==> src/rtl/ha_array_reduce_pipe.sv <==
// Final reduction of the approximate 8x8 multiplier's half-adder rows into one product word.
// Three-stage valid/ready pipeline; optional overflow counter enabled by HA_REDUCE_OVF_CNT_EN.
module ha_array_reduce_pipe #(
  parameter int OUT_W  = 16,
  parameter bit SAT_EN = 1'b1
) (
  input  logic             clk,
  input  logic             rst_n,
  input  logic             in_valid,
  output logic             in_ready,
  input  logic [8:0]       ha_array_0_t,
  input  logic [6:0]       ha_array_0_b,
  input  logic [8:0]       ha_array_1_t,
  input  logic [6:0]       ha_array_1_b,
  input  logic [8:0]       ha_array_2_t,
  input  logic [6:0]       ha_array_2_b,
  input  logic [8:0]       ha_array_3_t,
  input  logic [6:0]       ha_array_3_b,
  output logic             out_valid,
  input  logic             out_ready,
  output logic [OUT_W-1:0] p,
`ifdef HA_REDUCE_OVF_CNT_EN
  input  logic             cnt_clr,
  output logic [15:0]      ovf_cnt,
`endif
  output logic             ovf
);

  // Wide enough that the overflow test works for every legal OUT_W (16..18).
  localparam int SUM_W = 19;

  function automatic logic [9:0] f_row(input logic [8:0] t, input logic [6:0] b);
    return {1'b0, t} + {1'b0, b, 2'b00};
  endfunction

  function automatic logic [12:0] f_pair(input logic [9:0] lo, input logic [9:0] hi);
    return {3'b000, lo} + {1'b0, hi, 2'b00};
  endfunction

  // Returns {ovf, product}; product saturates to all-ones only when SAT_EN is set.
  function automatic logic [OUT_W:0] f_reduce(input logic [SUM_W-1:0] s);
    logic             ov;
    logic [OUT_W-1:0] v;
    ov = |(s >> OUT_W);
    v  = (ov && SAT_EN) ? '1 : s[OUT_W-1:0];
    return {ov, v};
  endfunction

  logic             r_v_p1, r_v_p2, r_v_p3;
  logic [8:0]       r_t0_p1, r_t1_p1, r_t2_p1, r_t3_p1;
  logic [6:0]       r_b0_p1, r_b1_p1, r_b2_p1, r_b3_p1;
  logic [12:0]      r_a_p2, r_b_p2;
  logic [OUT_W-1:0] r_p_p3;
  logic             r_ovf_p3;

  logic             w_adv1, w_adv2, w_adv3;
  logic [SUM_W-1:0] w_sum;
  logic [OUT_W:0]   w_res;

  // Stall chain: a stage moves when it is empty or the stage after it moves.
  assign w_adv3   = !r_v_p3 | out_ready;
  assign w_adv2   = !r_v_p2 | w_adv3;
  assign w_adv1   = !r_v_p1 | w_adv2;
  assign in_ready = w_adv1;

  assign w_sum = {6'b0, r_a_p2} + {2'b0, r_b_p2, 4'b0000};
  assign w_res = f_reduce(w_sum);

  // ---- stage 1: raw rows ----
  always_ff @(posedge clk or negedge rst_n) begin
    if (!rst_n) begin
      r_v_p1  <= 1'b0;
      r_t0_p1 <= '0;
      r_t1_p1 <= '0;
      r_t2_p1 <= '0;
      r_t3_p1 <= '0;
      r_b0_p1 <= '0;
      r_b1_p1 <= '0;
      r_b2_p1 <= '0;
      r_b3_p1 <= '0;
    end else if (w_adv1) begin
      r_v_p1 <= in_valid;
      if (in_valid) begin
        r_t0_p1 <= ha_array_0_t;
        r_t1_p1 <= ha_array_1_t;
        r_t2_p1 <= ha_array_2_t;
        r_t3_p1 <= ha_array_3_t;
        r_b0_p1 <= ha_array_0_b;
        r_b1_p1 <= ha_array_1_b;
        r_b2_p1 <= ha_array_2_b;
        r_b3_p1 <= ha_array_3_b;
      end
    end
  end

  // ---- stage 2: pairwise partial sums A = R0 + 4*R1, B = R2 + 4*R3 ----
  always_ff @(posedge clk or negedge rst_n) begin
    if (!rst_n) begin
      r_v_p2 <= 1'b0;
      r_a_p2 <= '0;
      r_b_p2 <= '0;
    end else if (w_adv2) begin
      r_v_p2 <= r_v_p1;
      if (r_v_p1) begin
        r_a_p2 <= f_pair(f_row(r_t0_p1, r_b0_p1), f_row(r_t1_p1, r_b1_p1));
        r_b_p2 <= f_pair(f_row(r_t2_p1, r_b2_p1), f_row(r_t3_p1, r_b3_p1));
      end
    end
  end

  // ---- stage 3: final sum A + 16*B, overflow and saturation ----
  always_ff @(posedge clk or negedge rst_n) begin
    if (!rst_n) begin
      r_v_p3   <= 1'b0;
      r_p_p3   <= '0;
      r_ovf_p3 <= 1'b0;
    end else if (w_adv3) begin
      r_v_p3 <= r_v_p2;
      if (r_v_p2) begin
        r_p_p3   <= w_res[OUT_W-1:0];
        r_ovf_p3 <= w_res[OUT_W];
      end
    end
  end

  assign out_valid = r_v_p3;
  assign p         = r_p_p3;
  assign ovf       = r_ovf_p3;

`ifdef HA_REDUCE_OVF_CNT_EN
  logic [15:0] r_ovf_cnt;

  // Clear has priority over a coincident increment; count sticks at 0xFFFF.
  always_ff @(posedge clk or negedge rst_n) begin
    if (!rst_n) begin
      r_ovf_cnt <= '0;
    end else if (cnt_clr) begin
      r_ovf_cnt <= '0;
    end else if (r_v_p3 && out_ready && r_ovf_p3 && (r_ovf_cnt != 16'hFFFF)) begin
      r_ovf_cnt <= r_ovf_cnt + 16'd1;
    end
  end

  assign ovf_cnt = r_ovf_cnt;
`endif

endmodule

==> config.mk <==
export PLATFORM = sky130hd
export DESIGN_NAME = ha_array_reduce_pipe
export DESIGN_NICKNAME = d
export VERILOG_FILES = /design/src/rtl/ha_array_reduce_pipe.sv
export SDC_FILE = /design/constraint.sdc
export NUM_CORES = 1
export LEC_CHECK = 0
export CAP_MARGIN = 5
export CORE_MARGIN = 2
export CORE_UTILIZATION = 55
export CTS_CLUSTER_DIAMETER = 200
export DETAILED_ROUTE_END_ITERATION = 10
export PLACE_DENSITY = 0.91
export SLEW_MARGIN = 0
export SYNTH_ARGS = -nofsm -noshare
export SYNTH_HDL_FRONTEND = slang
export SYNTH_SLANG_ARGS = --single-unit
export TNS_END_PERCENT = 10
==> constraint.sdc <==
create_clock -name clk -period 3.75 [get_ports clk]
set_clock_uncertainty 0.05 [all_clocks]
set_input_delay 1.125 -clock clk [delete_from_list [all_inputs] [get_ports clk]]
set_output_delay 1.125 -clock clk [all_outputs]
set_load 0.02 [all_outputs]
==> impl_metrics.py <==
metrics = {
    "cells_and_area": {
        "drive_gt1_share_pct": 16.7,
        "final_common_cell": "dfrtp_1",
        "final_cells": 758,
        "layout_common_cells": "110 x dfrtp_1, 85 x clkdlybuf4s50_1, 72 x mux2_2",
        "diodes": 0,
        "postLayoutCoreUtil_pct": 67.6,
        "area_growth_pct": 19.9,
        "final_area_um2": 7290,
        "fin_nets": 737,
    },
    "floorplanning": {
        "die_w_um": 109,
        "io_pins": 87,
        "dieArea_um2": 11900,
        "initial_core_util_pct": 56.3,
        "die_h_um": 109,
        "rows": 38,
        "core_um2": 10800,
    },
    "global_route": {
        "grt_max_degree": 65,
        "antenna_found_initial": 0,
        "track_usage_pct": 21.1,
        "grt_pass1_vias": 4316,
        "grt_overflow": 0,
        "grt_pass1_wl_um": 19700,
    },
    "critical_path": {
        "critical_path_required_ps": 2570,
        "critPathKind": "in -> out",
        "arrival_ps": 2420,
        "rrSetupSlack_ps": 300,
        "path_max_fanout": 3,
        "crit_path_start_kind": "input port",
        "endpoint_kind": "output port",
    },
    "synth": {
        "synth_cell_types": 53,
        "synthFlopType": "dfrtp_1",
        "yosysWarnings": 0,
        "ys_seq_elements": 110,
        "synth_edf_count": 0,
        "synthArstFlopShare_pct": 100,
        "yosys-top-cells-area": "dfrtp_1 45%, mux2_2 13%, ha_1 7.6%",
        "yosys.area.top_type": "dfrtp_1",
        "synth_nets": 651,
        "syn_inst": 527,
        "syn_area_um2": 6080,
        "synth-seq-area-share_pct": 45.3,
        "synth.top_cell.area_share_pct": 45.3,
        "avgSynthCellArea_um2": 11.5,
    },
    "route": {
        "drt_iter0_markers": 200,
        "routedWlPerCell_um": 14.9,
        "dr_total_vias": 4172,
        "drt-met1-wl_um": 4930,
        "drcViolationCount": 0,
        "routed_wirelength_um": 11300,
        "drtPass1Iterations": 4,
        "vias_per_cell": 5.50,
        "met3_length_um": 395,
        "topRoutingLayerUsed": "met4",
        "wl_met2_um": 5820,
        "ant_nets": 0,
    },
    "cts": {
        "worstSkewPairLatency_ps": 370,
        "cts_resized": 0,
        "cts.path.max_buffers": 2,
        "clock-sinks": 110,
        "path_clk_slew_ps": 100,
        "hold_buffers": 0,
        "h-tree-depth": 3,
        "numCtsBuffers": 9,
        "cts_setup_buffers": 0,
        "cts-root-buf": "clkbuf_8",
        "cts_tree": "yes",
    },
    "timing": {
        "setup_tns_ps": 0,
        "setup_viol": 0,
        "final.period_utilization_pct": 95.9,
        "hold_viol": 0,
        "fmax_mhz": 278,
        "grt_setup_unrepaired": "false",
        "slew_violations": 0,
        "slew_headroom_pct": 56.2,
        "tightest_slew_ps": 647,
        "hold-worst-slack_ps": 446,
        "period_needed_ps": 3600,
    },
    "outcome": {
        "status": "finished, final reports clean",
    },
    "placed_design": {
        "io_buffers": 86,
        "gp_congestion": 0.864,
        "placed_cell_area_um2": 7100,
        "placed_cells_incl_taps": 742,
        "place_hpwl_um": 8630,
    },
    "hold_path": {
        "hold_path_class": "reg -> reg",
    },
    "power": {
        "power_density_nw_per_um2": 740,
        "p_leak_uw": 0.00318,
        "peakVddDrop_mv": 0.383,
    },
    "job": {
        "maxCapViolCount": 0,
    },
}
-- per-stage QoR --
stage                     setup slack [ps]  total power (uW)
after floorplan                        584              3930
after global placement                 145              4530
after detailed placement               166              4700
after CTS                              149              5410
after global routing                  63.1              5880
final                                  155              5400
-- registers in the layout, summed over array words and instances, names as in the netlist, 7 cells and up --
signal,cells
r_b_p2,13
r_b3_p1,7
r_b2_p1,7
r_b0_p1,7
r_a_p2,13
r_t3_p1,9
p,16
r_t0_p1,9
r_t1_p1,9
r_t2_p1,9
r_b1_p1,7
-- path summary, 6_finish.rpt --
kind                            startpoint    endpoint  cells past startpoint
worst min register to register   r_a_p2[2]   r_a_p2[2]                      2
min in group asynchronous            rst_n   out_valid                      1
worst max register to register  r_t1_p1[2]  r_a_p2[11]                     13
worst min-delay path             r_a_p2[2]   r_a_p2[2]                      2
max in group asynchronous            rst_n   r_a_p2[3]                      2
worst max-delay path             out_ready    in_ready                      4
-- kinds of logic (layout without fill, tap and decap cells) --
group | Yosys count | count (layout) | synth area share (%)
xor+xnor | 21 | 21 | 3.02
buf+inv | 47 | 138 | 3.29
flops | 110 | 110 | 45.3
fa+ha+maj | 56 | 56 | 13.9
compound gates | 118 | 118 | 13.0
simple gates | 102 | 102 | 7.80
mux | 73 | 73 | 13.7
-- synthesized netlist by cell type, types with 3 or more instances --
| cell | n |
|---|---|
| inv_1 | 30 |
| mux2_2 | 72 |
| nand3_1 | 5 |
| a21oi_1 | 18 |
| nor2_1 | 37 |
| and4_1 | 3 |
| nand2b_1 | 8 |
| a21o_1 | 12 |
| o21ai_0 | 27 |
| buf_2 | 7 |
| nor3_1 | 7 |
| nand2_1 | 29 |
| dfrtp_1 | 110 |
| ha_1 | 37 |
| xor2_1 | 5 |
| clkbuf_1 | 7 |
| fa_1 | 19 |
| xnor2_1 | 16 |
| a211oi_1 | 7 |
| o21a_1 | 5 |
| a31oi_1 | 14 |
| o31ai_1 | 7 |
| o21bai_1 | 6 |
-- power breakdown --
part           switching [uW]  internal (uW)  leakage (uW)  total, uW
clock                     398            298      0.000103        696
sequential                225           1510       0.00128       1740
combinational            1560           1410       0.00179       2970
-- layer usage --
metal / global-route usage [%] / vias to the layer above
met3: 3.95 / 17
met1: 25.7 / 2024
met2: 37.4 / 80
met5: 0 / -
met4: 6.96 / 0
li1: - / 2051
-- worst max-delay path, stage by stage --
cell	delay [ps]
clkdlybuf4s50_1	420
nor2b_1	160
nand3_1	150
clkdlybuf4s50_1	570
-- layout make-up --
class / count / area (um^2)
Multi-Input combinational cell: 370 / 3130
Tap cell: 140 / 175
Clock inverter: 4 / 27.5
Sequential cell: 110 / 2750
Fill cell: 835 / 3500
Clock buffer: 12 / 165
Timing Repair Buffer: 92 / 928
Inverter: 30 / 113
(Power assumes the default switching activity.)
